`config.mk`:
```
export PLATFORM = sky130hd
export DESIGN_NAME = litedram_axi_guard
export DESIGN_NICKNAME = d
export VERILOG_FILES = /design/src/rtl/litedram_axi_pkg.sv /design/src/rtl/litedram_axi_otcnt.sv /design/src/rtl/litedram_axi_guard.sv
export SDC_FILE = /design/constraint.sdc
export NUM_CORES = 1
export LEC_CHECK = 0
export CORE_AREA = 2 2 196 198
export DETAILED_ROUTE_END_ITERATION = 6
export DIE_AREA = 0 0 198 200
export PLACE_DENSITY = 0.51
export SETUP_SLACK_MARGIN = 0.1
export SYNTH_ARGS = -nofsm -noshare
export SYNTH_HDL_FRONTEND = slang
export SYNTH_SLANG_ARGS = --single-unit
```
`constraint.sdc`:
```
create_clock -name clk -period 4.45 [get_ports clk]
set_input_delay 0.89 -clock clk [delete_from_list [all_inputs] [get_ports clk]]
set_output_delay 0.89 -clock clk [all_outputs]
set_load 0.05 [all_outputs]
```
`src/rtl/litedram_axi_pkg.sv`:
```
// Shared constants, state encodings and helpers for the LiteDRAM AXI guard.
package litedram_axi_pkg;

    localparam logic [1:0] RESP_OKAY   = 2'b00;
    localparam logic [1:0] RESP_SLVERR = 2'b10;
    localparam logic [1:0] RESP_DECERR = 2'b11;

    typedef enum logic [1:0] {
        MODE_INIT = 2'd0,
        MODE_RUN  = 2'd1,
        MODE_FAIL = 2'd2
    } mode_e;

    typedef enum logic [1:0] {
        W_IDLE = 2'd0,
        W_PASS = 2'd1,
        W_SINK = 2'd2,
        W_RESP = 2'd3
    } wstate_e;

    typedef enum logic [0:0] {
        R_IDLE  = 1'b0,
        R_LOCAL = 1'b1
    } rstate_e;

    function automatic logic [15:0] sat_add16(input logic [15:0] a, input logic [1:0] b);
        logic [16:0] s;
        s = {1'b0, a} + {15'b0, b};
        return s[16] ? 16'hFFFF : s[15:0];
    endfunction

endpackage

```
`src/rtl/litedram_axi_otcnt.sv`:
```
// Outstanding-transaction counter, clamped to [0, MAX].
module litedram_axi_otcnt #(
    parameter int MAX = 4
) (
    input  logic clk,
    input  logic rst_n,
    input  logic inc_i,
    input  logic dec_i,
    output logic full_o,
    output logic empty_o
);
    localparam int CW = $clog2(MAX + 1);

    logic [CW-1:0] cnt_q, cnt_d;

    always_comb begin
        cnt_d = cnt_q;
        if (inc_i && !dec_i && cnt_q != CW'(MAX)) begin
            cnt_d = cnt_q + CW'(1);
        end else if (dec_i && !inc_i && cnt_q != '0) begin
            cnt_d = cnt_q - CW'(1);
        end
    end

    always_ff @(posedge clk or negedge rst_n) begin
        if (!rst_n) cnt_q <= '0;
        else        cnt_q <= cnt_d;
    end

    // A retiring transaction frees its slot in the same cycle, so a new one may take it.
    assign full_o  = (cnt_q == CW'(MAX)) && !dec_i;
    assign empty_o = (cnt_q == '0);

endmodule

```
`src/rtl/litedram_axi_guard.sv`:
```
// AXI4 guard in front of the LiteDRAM user port: calibration gating,
// outstanding caps and local SLVERR/DECERR responses.
module litedram_axi_guard
    import litedram_axi_pkg::*;
#(
    parameter int ID_WIDTH   = 1,
    parameter int UP_AW      = 32,
    parameter int DRAM_AW    = 27,
    parameter int DATA_WIDTH = 64,
    parameter int MAX_OUT    = 4
) (
    input  logic                    clk,
    input  logic                    rst_n,
    input  logic                    init_done,
    input  logic                    init_error,
    // upstream AW / W / B
    input  logic [ID_WIDTH-1:0]     i_awid,
    input  logic [UP_AW-1:0]        i_awaddr,
    input  logic [7:0]              i_awlen,
    input  logic [2:0]              i_awsize,
    input  logic [1:0]              i_awburst,
    input  logic                    i_awvalid,
    output logic                    o_awready,
    input  logic [DATA_WIDTH-1:0]   i_wdata,
    input  logic [DATA_WIDTH/8-1:0] i_wstrb,
    input  logic                    i_wlast,
    input  logic                    i_wvalid,
    output logic                    o_wready,
    output logic [ID_WIDTH-1:0]     o_bid,
    output logic [1:0]              o_bresp,
    output logic                    o_bvalid,
    input  logic                    i_bready,
    // upstream AR / R
    input  logic [ID_WIDTH-1:0]     i_arid,
    input  logic [UP_AW-1:0]        i_araddr,
    input  logic [7:0]              i_arlen,
    input  logic [2:0]              i_arsize,
    input  logic [1:0]              i_arburst,
    input  logic                    i_arvalid,
    output logic                    o_arready,
    output logic [ID_WIDTH-1:0]     o_rid,
    output logic [DATA_WIDTH-1:0]   o_rdata,
    output logic [1:0]              o_rresp,
    output logic                    o_rlast,
    output logic                    o_rvalid,
    input  logic                    i_rready,
    // downstream user port
    output logic [ID_WIDTH-1:0]     dram_aw_id,
    output logic [DRAM_AW-1:0]      dram_aw_addr,
    output logic [7:0]              dram_aw_len,
    output logic [2:0]              dram_aw_size,
    output logic [1:0]              dram_aw_burst,
    output logic                    dram_aw_valid,
    input  logic                    dram_aw_ready,
    output logic [DATA_WIDTH-1:0]   dram_w_data,
    output logic [DATA_WIDTH/8-1:0] dram_w_strb,
    output logic                    dram_w_last,
    output logic                    dram_w_valid,
    input  logic                    dram_w_ready,
    input  logic [ID_WIDTH-1:0]     dram_b_id,
    input  logic [1:0]              dram_b_resp,
    input  logic                    dram_b_valid,
    output logic                    dram_b_ready,
    output logic [ID_WIDTH-1:0]     dram_ar_id,
    output logic [DRAM_AW-1:0]      dram_ar_addr,
    output logic [7:0]              dram_ar_len,
    output logic [2:0]              dram_ar_size,
    output logic [1:0]              dram_ar_burst,
    output logic                    dram_ar_valid,
    input  logic                    dram_ar_ready,
    input  logic [ID_WIDTH-1:0]     dram_r_id,
    input  logic [DATA_WIDTH-1:0]   dram_r_data,
    input  logic [1:0]              dram_r_resp,
    input  logic                    dram_r_last,
    input  logic                    dram_r_valid,
    output logic                    dram_r_ready,
    // status and debug
    output logic [1:0]              o_mode,
    output logic [15:0]             o_err_cnt,
    output logic [1:0]              o_wstate,
    output logic                    o_rstate
);

    mode_e                mode_q, mode_d;
    wstate_e              wstate_q, wstate_d;
    rstate_e              rstate_q, rstate_d;
    logic [ID_WIDTH-1:0]  bid_q, bid_d, rid_q, rid_d;
    logic [1:0]           bresp_q, bresp_d, rresp_q, rresp_d;
    logic [7:0]           rlen_q, rlen_d, rbeat_q, rbeat_d;
    logic [15:0]          err_cnt_q;
    logic                 running, failing, aw_local, ar_local;
    logic [1:0]           loc_resp;
    logic                 wr_inc, wr_dec, wr_full, wr_empty;
    logic                 rd_inc, rd_dec, rd_full, rd_empty;
    logic                 aw_loc_hs, ar_loc_hs;
    logic [1:0]           err_inc;

    // Calibration status is sticky: once failed, the guard never forwards again.
    always_comb begin
        mode_d = mode_q;
        case (mode_q)
            MODE_INIT: if (init_error) mode_d = MODE_FAIL;
                       else if (init_done) mode_d = MODE_RUN;
            MODE_RUN:  if (init_error) mode_d = MODE_FAIL;
            default:   mode_d = mode_q;
        endcase
    end

    assign running  = (mode_q != MODE_INIT);
    assign failing  = (mode_q == MODE_FAIL);
    assign loc_resp = failing ? RESP_SLVERR : RESP_DECERR;
    assign aw_local = failing || (i_awaddr[UP_AW-1:DRAM_AW] != '0);
    assign ar_local = failing || (i_araddr[UP_AW-1:DRAM_AW] != '0);

    assign dram_aw_id    = i_awid;
    assign dram_aw_addr  = i_awaddr[DRAM_AW-1:0];
    assign dram_aw_len   = i_awlen;
    assign dram_aw_size  = i_awsize;
    assign dram_aw_burst = i_awburst;
    assign dram_w_data   = i_wdata;
    assign dram_w_strb   = i_wstrb;
    assign dram_w_last   = i_wlast;
    assign dram_ar_id    = i_arid;
    assign dram_ar_addr  = i_araddr[DRAM_AW-1:0];
    assign dram_ar_len   = i_arlen;
    assign dram_ar_size  = i_arsize;
    assign dram_ar_burst = i_arburst;

    always_comb begin
        wstate_d      = wstate_q;
        bid_d         = bid_q;
        bresp_d       = bresp_q;
        o_awready     = 1'b0;
        dram_aw_valid = 1'b0;
        o_wready      = 1'b0;
        dram_w_valid  = 1'b0;
        o_bvalid      = running && dram_b_valid;
        o_bid         = dram_b_id;
        o_bresp       = dram_b_resp;
        dram_b_ready  = running && i_bready;
        wr_inc        = 1'b0;
        aw_loc_hs     = 1'b0;
        case (wstate_q)
            W_IDLE: begin
                if (running && aw_local) begin
                    // Local answers only once the forwarded writes have drained,
                    // so B ordering toward the master is preserved.
                    o_awready = wr_empty;
                    if (i_awvalid && wr_empty) begin
                        aw_loc_hs = 1'b1;
                        bid_d     = i_awid;
                        bresp_d   = loc_resp;
                        wstate_d  = W_SINK;
                    end
                end else if (running) begin
                    dram_aw_valid = i_awvalid && !wr_full;
                    o_awready     = dram_aw_ready && !wr_full;
                    if (i_awvalid && dram_aw_ready && !wr_full) begin
                        wr_inc   = 1'b1;
                        wstate_d = W_PASS;
                    end
                end
            end
            W_PASS: begin
                dram_w_valid = i_wvalid;
                o_wready     = dram_w_ready;
                if (i_wvalid && dram_w_ready && i_wlast) wstate_d = W_IDLE;
            end
            W_SINK: begin
                o_wready = 1'b1;
                if (i_wvalid && i_wlast) wstate_d = W_RESP;
            end
            W_RESP: begin
                o_bvalid     = 1'b1;
                o_bid        = bid_q;
                o_bresp      = bresp_q;
                dram_b_ready = 1'b0;
                if (i_bready) wstate_d = W_IDLE;
            end
            default: wstate_d = W_IDLE;
        endcase
    end

    always_comb begin
        rstate_d      = rstate_q;
        rid_d         = rid_q;
        rresp_d       = rresp_q;
        rlen_d        = rlen_q;
        rbeat_d       = rbeat_q;
        o_arready     = 1'b0;
        dram_ar_valid = 1'b0;
        o_rvalid      = running && dram_r_valid;
        o_rid         = dram_r_id;
        o_rdata       = dram_r_data;
        o_rresp       = dram_r_resp;
        o_rlast       = dram_r_last;
        dram_r_ready  = running && i_rready;
        rd_inc        = 1'b0;
        ar_loc_hs     = 1'b0;
        case (rstate_q)
            R_IDLE: begin
                if (running && ar_local) begin
                    o_arready = rd_empty;
                    if (i_arvalid && rd_empty) begin
                        ar_loc_hs = 1'b1;
                        rid_d     = i_arid;
                        rresp_d   = loc_resp;
                        rlen_d    = i_arlen;
                        rbeat_d   = '0;
                        rstate_d  = R_LOCAL;
                    end
                end else if (running) begin
                    dram_ar_valid = i_arvalid && !rd_full;
                    o_arready     = dram_ar_ready && !rd_full;
                    rd_inc        = i_arvalid && dram_ar_ready && !rd_full;
                end
            end
            R_LOCAL: begin
                o_rvalid     = 1'b1;
                o_rid        = rid_q;
                o_rdata      = '0;
                o_rresp      = rresp_q;
                o_rlast      = (rbeat_q == rlen_q);
                dram_r_ready = 1'b0;
                if (i_rready) begin
                    if (rbeat_q == rlen_q) rstate_d = R_IDLE;
                    else                   rbeat_d  = rbeat_q + 8'd1;
                end
            end
            default: rstate_d = R_IDLE;
        endcase
    end

    assign wr_dec  = dram_b_valid && dram_b_ready;
    assign rd_dec  = dram_r_valid && dram_r_ready && dram_r_last;
    assign err_inc = {1'b0, aw_loc_hs} + {1'b0, ar_loc_hs};

    litedram_axi_otcnt #(.MAX(MAX_OUT)) u_wr_cnt (
        .clk(clk), .rst_n(rst_n), .inc_i(wr_inc), .dec_i(wr_dec),
        .full_o(wr_full), .empty_o(wr_empty)
    );

    litedram_axi_otcnt #(.MAX(MAX_OUT)) u_rd_cnt (
        .clk(clk), .rst_n(rst_n), .inc_i(rd_inc), .dec_i(rd_dec),
        .full_o(rd_full), .empty_o(rd_empty)
    );

    always_ff @(posedge clk or negedge rst_n) begin
        if (!rst_n) begin
            mode_q    <= MODE_INIT;
            wstate_q  <= W_IDLE;
            rstate_q  <= R_IDLE;
            bid_q     <= '0;
            bresp_q   <= RESP_OKAY;
            rid_q     <= '0;
            rresp_q   <= RESP_OKAY;
            rlen_q    <= '0;
            rbeat_q   <= '0;
            err_cnt_q <= '0;
        end else begin
            mode_q   <= mode_d;
            wstate_q <= wstate_d;
            rstate_q <= rstate_d;
            bid_q    <= bid_d;
            bresp_q  <= bresp_d;
            rid_q    <= rid_d;
            rresp_q  <= rresp_d;
            rlen_q   <= rlen_d;
            rbeat_q  <= rbeat_d;
            if (err_inc != 2'd0) err_cnt_q <= sat_add16(err_cnt_q, err_inc);
        end
    end

    assign o_mode    = mode_q;
    assign o_err_cnt = err_cnt_q;
    assign o_wstate  = wstate_q;
    assign o_rstate  = rstate_q;

endmodule
```
==> results.cfg, run 1 <==
[floorplan]
initial_core_util_pct = 12.10
dieArea_sq_um = 39600
design.portCount = 507
std_cell_rows = 71
floorplan.die.height_um = 200
die_x_um = 198
core_area_sq_um = 37400

[cells_and_area]
multiInputGateArea_sq_um = 2012
layout_common_cells = sky130_fd_sc_hd__clkdlybuf4s50_1, sky130_fd_sc_hd__nor2b_1, sky130_fd_sc_hd__nand2_1, sky130_fd_sc_hd__dfrtp_1, sky130_fd_sc_hd__nor2_1
area_delta_synth_final_pct = 40.16
layout_commonest_cell = sky130_fd_sc_hd__clkdlybuf4s50_1
layout.area.seq_sq_um = 1227
final_layout_size_suffix_gt1_share_pct = 8.210
n_fill_cell = 4190
finish.net_count = 870

[drt]
dr_wl_met2_mm = 7.188
drt-wirelength-per-cell_um = 15.28
antenna_left = 0
drt_pass1_iterations = 4
vias = 3726
route.met3.wl_mm = 2.087
detail_route.iter0.violations = 127
drc = 0
routed_wl_mm = 17.13
top_layer_used = met4
met1_length_mm = 6.823
via_per_inst = 3.324

[sta]
post-route-min-period_ps = 4079
max_freq_ghz = 0.2451
worst_margin_slew_ps = 853.5
finalMaxSlewViolations = 0
layout_worst_path_cycle_share_pct = 91.67
worst_hold_slack_ps = 466.9
setup_violations = 0
finalHoldViolCount = 0
setup_total_negative_slack_ps = 0
rsz0062_at_grt = false
worst_clock_skew_ps = 6.651
timing.max_slew.rel_slack_pct = 43.10

[critical_path]
critPathMaxStageDelay_ps = 530
critical_path.endpoint_type = register
buf_inv_stages_crit_path = 4
timing.critical_path.max_delay_family = simple AND/OR/NAND/NOR gates
ff2ff_setup_slack_ps = 720
worst_r2r_startpoint = o_wstate[0]
critPathSlowestCell = sky130_fd_sc_hd__or4_4
critical_path_required_ps = 4640
crit_chain = clkdlybuf4s50_1, or4_4, or2_2, nor4b_2, inv_1, ha_1, ha_1, inv_1, fa_1, or3b_2, nor2_1, buf_4, and4_1, xnor2_1, nand2_1
crit_type = in -> reg
worst_r2r_endpoint = o_err_cnt[10]
critical_path_fanouts_max = 6
ff2ff_path_depth = 15
critical_path_start_type = input pin
worst-endpoint-arrival_ps = 4260

[placed_design]
routabilityCongestion = 0.7285
detailed_place_hpwl_mm = 14.04
port_bufs = 218

[power]
power.leakage_nw = 2.421
ir_worst_vdd_mv = 0.1593
p_sw_share_pct = 52.33
pwr-share-clk_pct = 12.7
totalPowerFinal_mw = 3.183
p_switching_mw = 1.666
power.density_cell_area_nw_per_um2 = 501.7
power.sequential.fraction_pct = 22.1
share_comb_of_total_power_pct = 65.2
cellInternalPower_mw = 1.517

[min_path]
hold_path_end = rresp_q[1]
timing.hold.worst_path_depth = 1
min_from = rresp_q[1]
min_path_type = reg -> reg

[global_route]
grt_util_all_layers_pct = 7.947
first_global_vias = 3618
grt_max_degree = 77
antenna_found_initial = 0
grt_pass1_wl_mm = 23.06
global_route.overflow_total = 0

[clock_tree]
number_of_buffers_added_to_fix_hold_violations_after_cts = 0
post_cts.repair.setup_buffers = 0
cts.reportedPaths.clkPinSlew_ps = 70
clock_latency_late_sink_ps = 300
tritoncts = yes
ctsHtreeMaxLevel = 2
post_cts_resize_count = 0
clock-sinks = 49
cts_root_buffer_type = sky130_fd_sc_hd__clkbuf_16
numCtsBuffers = 5
cts_buffer_depth = 2

[yosys]
ys_types = 51
yosys_most_used_dff = sky130_fd_sc_hd__dfrtp_1
syn-num-nets = 805
synth_area_per_cell_sq_um = 8.337
yosysWarningCount = 0
netlist_area_sq_um = 4527
number_of_enable_type_register_cells_in_the_synthesized_netlist = 0
yosysSeqAreaShare_pct = 27.09
cells_after_synthesis = 543
ys_seq_elements = 49
proportion_of_synthesized_flip_flops_having_asynchronous_set_or_reset_pct = 100.0

[run_status]
status = finished, final reports clean

[flow_run]
number_of_max_capacitance_violations_reported = 0
kinds of logic (layout without fill, tap and decap cells):
group	Yosys count	count (layout)	synth area share, %
AOI/OAI and AO/OA	54	54	7.906
DFF	49	49	27.09
xor gates and xnor gates	20	20	3.870
muxes	17	17	4.035
other	0	1	0
buffers and inverters	187	253	28.47
and+or+nand+nor	204	204	24.82
adders and majority gates	12	12	3.814
registers in the layout, summed over array words and instances, names as in the netlist:
register        count
rid_q               1
rbeat_q             8
rresp_q             2
o_err_cnt          16
rlen_q              8
u_wr_cnt.cnt_q      3
bresp_q             2
o_rstate            1
u_rd_cnt.cnt_q      3
bid_q               1
o_mode              2
o_wstate            2
area by class of cell:
type | count | share of cell area [%]
Multi-Input combinational cell | 307 | 31.71
Clock buffer | 5 | 1.972
Inverter | 15 | 0.8874
Sequential cell | 49 | 19.35
Timing Repair Buffer | 230 | 35.57
Antenna cell | 1 | 0.03944
Tap cell | 511 | 10.08
Clock inverter | 3 | 0.3944
worst reg2reg max path: stages (launching register included):
cell and delay [ps]:
sky130_fd_sc_hd__dfrtp_1 450, sky130_fd_sc_hd__inv_1 110, sky130_fd_sc_hd__ha_1 250, sky130_fd_sc_hd__o211ai_1 170, sky130_fd_sc_hd__nor4b_2 510, sky130_fd_sc_hd__inv_1 90, sky130_fd_sc_hd__ha_1 290, sky130_fd_sc_hd__ha_1 150
sky130_fd_sc_hd__inv_1 50, sky130_fd_sc_hd__fa_1 370, sky130_fd_sc_hd__or3b_2 500, sky130_fd_sc_hd__nor2_1 120, sky130_fd_sc_hd__buf_4 140, sky130_fd_sc_hd__and4_1 210, sky130_fd_sc_hd__xnor2_1 120, sky130_fd_sc_hd__nand2_1 80
Yosys cell counts, types with 4 or more instances:
library cell / n / area [sq um]
sky130_fd_sc_hd__buf_4: 155 / 1164
sky130_fd_sc_hd__nor2b_1: 66 / 412.9
sky130_fd_sc_hd__nand2_1: 55 / 206.5
sky130_fd_sc_hd__dfrtp_1: 49 / 1226
sky130_fd_sc_hd__nor2_1: 18 / 67.56
sky130_fd_sc_hd__inv_1: 15 / 56.30
sky130_fd_sc_hd__o21ai_0: 14 / 70.07
sky130_fd_sc_hd__clkbuf_1: 13 / 48.80
sky130_fd_sc_hd__nand3_1: 13 / 65.06
sky130_fd_sc_hd__xor2_1: 13 / 113.9
sky130_fd_sc_hd__a21oi_1: 12 / 60.06
sky130_fd_sc_hd__mux2_2: 10 / 112.6
sky130_fd_sc_hd__ha_1: 9 / 112.6
sky130_fd_sc_hd__nand4_1: 8 / 50.05
sky130_fd_sc_hd__mux2i_1: 7 / 70.07
sky130_fd_sc_hd__or2_2: 7 / 43.79
sky130_fd_sc_hd__xnor2_1: 7 / 61.31
sky130_fd_sc_hd__and2_1: 6 / 37.54
sky130_fd_sc_hd__nand2b_1: 5 / 31.28
sky130_fd_sc_hd__o211ai_1: 5 / 37.54
sky130_fd_sc_hd__and3_1: 4 / 25.02
sky130_fd_sc_hd__nor3_1: 4 / 20.02
sky130_fd_sc_hd__nor4_1: 4 / 25.02
sky130_fd_sc_hd__o31ai_1: 4 / 30.03
metal layers:
layer	vias to the layer above	GRT usage, %
met2	198	10.54
met3	81	4.301
li1	1765	-
met4	0	5.737
met1	1682	9.608
met5	-	0
metrics by stage:
step                instances  area [sq um]  setup slack (ps)  util, %
floorplan                 543          4527             483.6        -
global placement         1112          6192             51.15    16.56
detailed placement       1112          6192             57.47    16.56
CTS                      1120          6342             360.5    16.96
global route             1120          6342             171.4    16.96
finish                   1121          6345             370.6    16.97
worst max path at each step:
stage | startpoint | end | slack (ps) | cells after the start
after floorplan | i_awaddr[30] | o_err_cnt[10] | 480 | 13
after global routing | i_awaddr[31] | o_err_cnt[10] | 170 | 15
after global placement | i_awaddr[30] | o_err_cnt[10] | 50 | 15
after detailed placement | i_awaddr[30] | o_err_cnt[10] | 60 | 15
final | i_awaddr[30] | o_err_cnt[10] | 370 | 15
after CTS | i_awaddr[30] | o_err_cnt[10] | 360 | 15
power groups by stage:
stage | Clock, mW | Combinational (mW) | Sequential, mW
finish | 0.405 | 2.07 | 0.704
global route | 0.446 | 2.23 | 0.728
CTS | 0.426 | 2.11 | 0.709
detailed placement | 0 | 2.10 | 0.717
global placement | 0 | 2.10 | 0.716
floorplan | 0 | 1.64 | 0.779
(Power assumes the default switching activity.)
==> run 2: changes to the inputs <==
Settings changed: CORE_AREA 2 2 196 198 to 2 2 198 200, CTS_BUF_LIST from default to sky130_fd_sc_hd__clkbuf_8, DIE_AREA 0 0 198 200 to 0 0 200 202, PLACE_DENSITY 0.51 to 0.5.
Clock period 4.45 ns to 4.2 ns, I/O delays scaled along.
==> results.cfg, run 2 (synthesis results as in run 1) <==
[clock_tree]
post_cts_resize_count = 1
numCtsBuffers = 5
post_cts.repair.setup_buffers = 0
ctsHtreeMaxLevel = 2
clock_latency_late_sink_ps = 330
cts.reportedPaths.clkPinSlew_ps = 110
tritoncts = yes
number_of_buffers_added_to_fix_hold_violations_after_cts = 0
clock-sinks = 49
cts_root_buffer_type = sky130_fd_sc_hd__clkbuf_8
cts_buffer_depth = 2

[global_route]
grt_util_all_layers_pct = 7.523
global_route.overflow_total = 0
grt_max_degree = 77
grt_pass1_wl_mm = 22.58
first_global_vias = 3600
antenna_found_initial = 0

[sta]
timing.final.ws_setup_ps = 331.8
finalMaxSlewViolations = 0
rsz0062_at_grt = false
post-route-min-period_ps = 3868
finalHoldViolCount = 0
max_freq_ghz = 0.2585
timing.max_slew.rel_slack_pct = 43.78
layout_worst_path_cycle_share_pct = 92.10
setup_violations = 0
worst_margin_slew_ps = 843.3
setup_total_negative_slack_ps = 0
worst_clock_skew_ps = 13.41

[floorplan]
die_x_um = 200
core_area_sq_um = 38290
floorplan.die.height_um = 202
dieArea_sq_um = 40400
initial_core_util_pct = 11.82
std_cell_rows = 72
design.portCount = 507

[cells_and_area]
layout.area.seq_sq_um = 1227
layout_common_cells = sky130_fd_sc_hd__clkdlybuf4s50_1, sky130_fd_sc_hd__nor2b_1, sky130_fd_sc_hd__nand2_1, sky130_fd_sc_hd__dfrtp_1
multiInputGateArea_sq_um = 2034
final_layout_size_suffix_gt1_share_pct = 9.002
num_antenna_cells = 0
n_fill_cell = 4328
layout_commonest_cell = sky130_fd_sc_hd__clkdlybuf4s50_1
largest_register_ff_count = 16
instances_no_fill = 1129
area_delta_synth_final_pct = 40.16
finish.net_count = 872

[power]
totalPowerFinal_mw = 3.269
ir_worst_vdd_mv = 0.2673
power.leakage_nw = 2.415
power.density_cell_area_nw_per_um2 = 515.3

[placed_design]
detailed_place_hpwl_mm = 13.16
numPlacedInstances = 1121
routabilityCongestion = 0.7417
port_bufs = 218
dp_worst_setup_slack_ps = -272.1

[critical_path]
crit_type = in -> reg
critical_path_fanouts_max = 6
crit_chain = clkdlybuf4s50_1, or4_4, or2_4, nor4b_2, inv_1, ha_1, ha_1, inv_1, fa_1, or3b_4, nor2_4, buf_4, nand3_1, buf_4, nand2_1
critPathSlowestCell = sky130_fd_sc_hd__or4_4
worst-endpoint-arrival_ps = 4140
critical_path.endpoint_type = register
critPathMaxStageDelay_ps = 560
ff2ff_setup_slack_ps = 620
ff2ff_path_depth = 15
critical_path_start_type = input pin
timing.critical_path.max_delay_family = simple AND/OR/NAND/NOR gates
buf_inv_stages_crit_path = 5
worst_r2r_endpoint = o_err_cnt[3]
worst_r2r_startpoint = o_wstate[0]
critical_path_required_ps = 4470

[drt]
drt_pass1_iterations = 5
vias = 3681
met1_length_mm = 6.302
drc = 0
route.met3.wl_mm = 1.915
top_layer_used = met4
via_per_inst = 3.260
detail_route.iter0.violations = 105
dr_wl_met2_mm = 7.246
drt-wirelength-per-cell_um = 14.40
routed_wl_mm = 16.26
antenna_left = 0

[min_path]
timing.hold.worst_path_depth = 1
min_path_type = reg -> reg
min_from = rresp_q[1]
hold_path_end = rresp_q[1]

[flow_run]
number_of_max_capacitance_violations_reported = 0

[run_status]
status = finished, final reports clean
## run 2: cell count changes in the layout (fill, tap and decap cells not counted), moves of 2 or more
cell                        previous run  this run
sky130_fd_sc_hd__clkbuf_8              0         5
sky130_fd_sc_hd__nor3_2                0         2
sky130_fd_sc_hd__nor3_1                4         2
sky130_fd_sc_hd__clkbuf_16             5         0
## run 2: worst max-delay path by stage
stage / start / end / depth (start not counted)
CTS: i_awaddr[30] / o_err_cnt[3] / 15
finish: i_awaddr[30] / o_err_cnt[3] / 15
global route: i_awaddr[30] / o_err_cnt[1] / 15
global placement: i_awaddr[30] / o_err_cnt[14] / 15
floorplan: i_awaddr[30] / o_err_cnt[10] / 13
detailed placement: i_awaddr[30] / o_err_cnt[10] / 15
## run 2: worst register-to-register path, cell delays in order, from the launching register on
cell and delay [ps]:
sky130_fd_sc_hd__dfrtp_1 450, sky130_fd_sc_hd__inv_1 120, sky130_fd_sc_hd__ha_1 280, sky130_fd_sc_hd__o211ai_1 160, sky130_fd_sc_hd__nor4b_2 510, sky130_fd_sc_hd__inv_1 90, sky130_fd_sc_hd__ha_1 300, sky130_fd_sc_hd__ha_1 160
sky130_fd_sc_hd__inv_1 50, sky130_fd_sc_hd__fa_1 380, sky130_fd_sc_hd__or3b_4 430, sky130_fd_sc_hd__nor2_4 130, sky130_fd_sc_hd__buf_4 140, sky130_fd_sc_hd__nand3_1 100, sky130_fd_sc_hd__buf_4 180, sky130_fd_sc_hd__nand2_1 60
## run 2: where the power goes
| group | switching, mW | leakage (nW) | internal (mW) |
|---|---|---|---|
| registers | 0.146 | 0.620 | 0.602 |
| clock network | 0.195 | 0.0447 | 0.121 |
| logic | 1.41 | 1.75 | 0.794 |
| total | 1.75 | 2.41 | 1.52 |
## run 2: stage by stage
stage	util, %	hold WS (ps)	instance area [sq um]
floorplan	-	428.5	4527
global placement	16.27	450.3	6228
detailed placement	16.27	452.3	6228
CTS	16.52	485.1	6325
global route	16.57	505.0	6345
finish	16.57	480.9	6345
## run 2: layout make-up
| class | instances | area share (%) |
|---|---|---|
| Multi-Input combinational cell | 307 | 32.06 |
| Clock inverter | 3 | 0.3944 |
| Timing Repair Buffer | 232 | 36.01 |
| Inverter | 15 | 0.8874 |
| Tap cell | 518 | 10.21 |
| Clock buffer | 5 | 1.085 |
| Sequential cell | 49 | 19.35 |
## run 2: per-layer routing
layer	global-route usage (%)	vias up
li1	-	1765
met1	8.963	1663
met2	11.14	190
met3	3.287	63
met4	4.418	0
met5	0	-
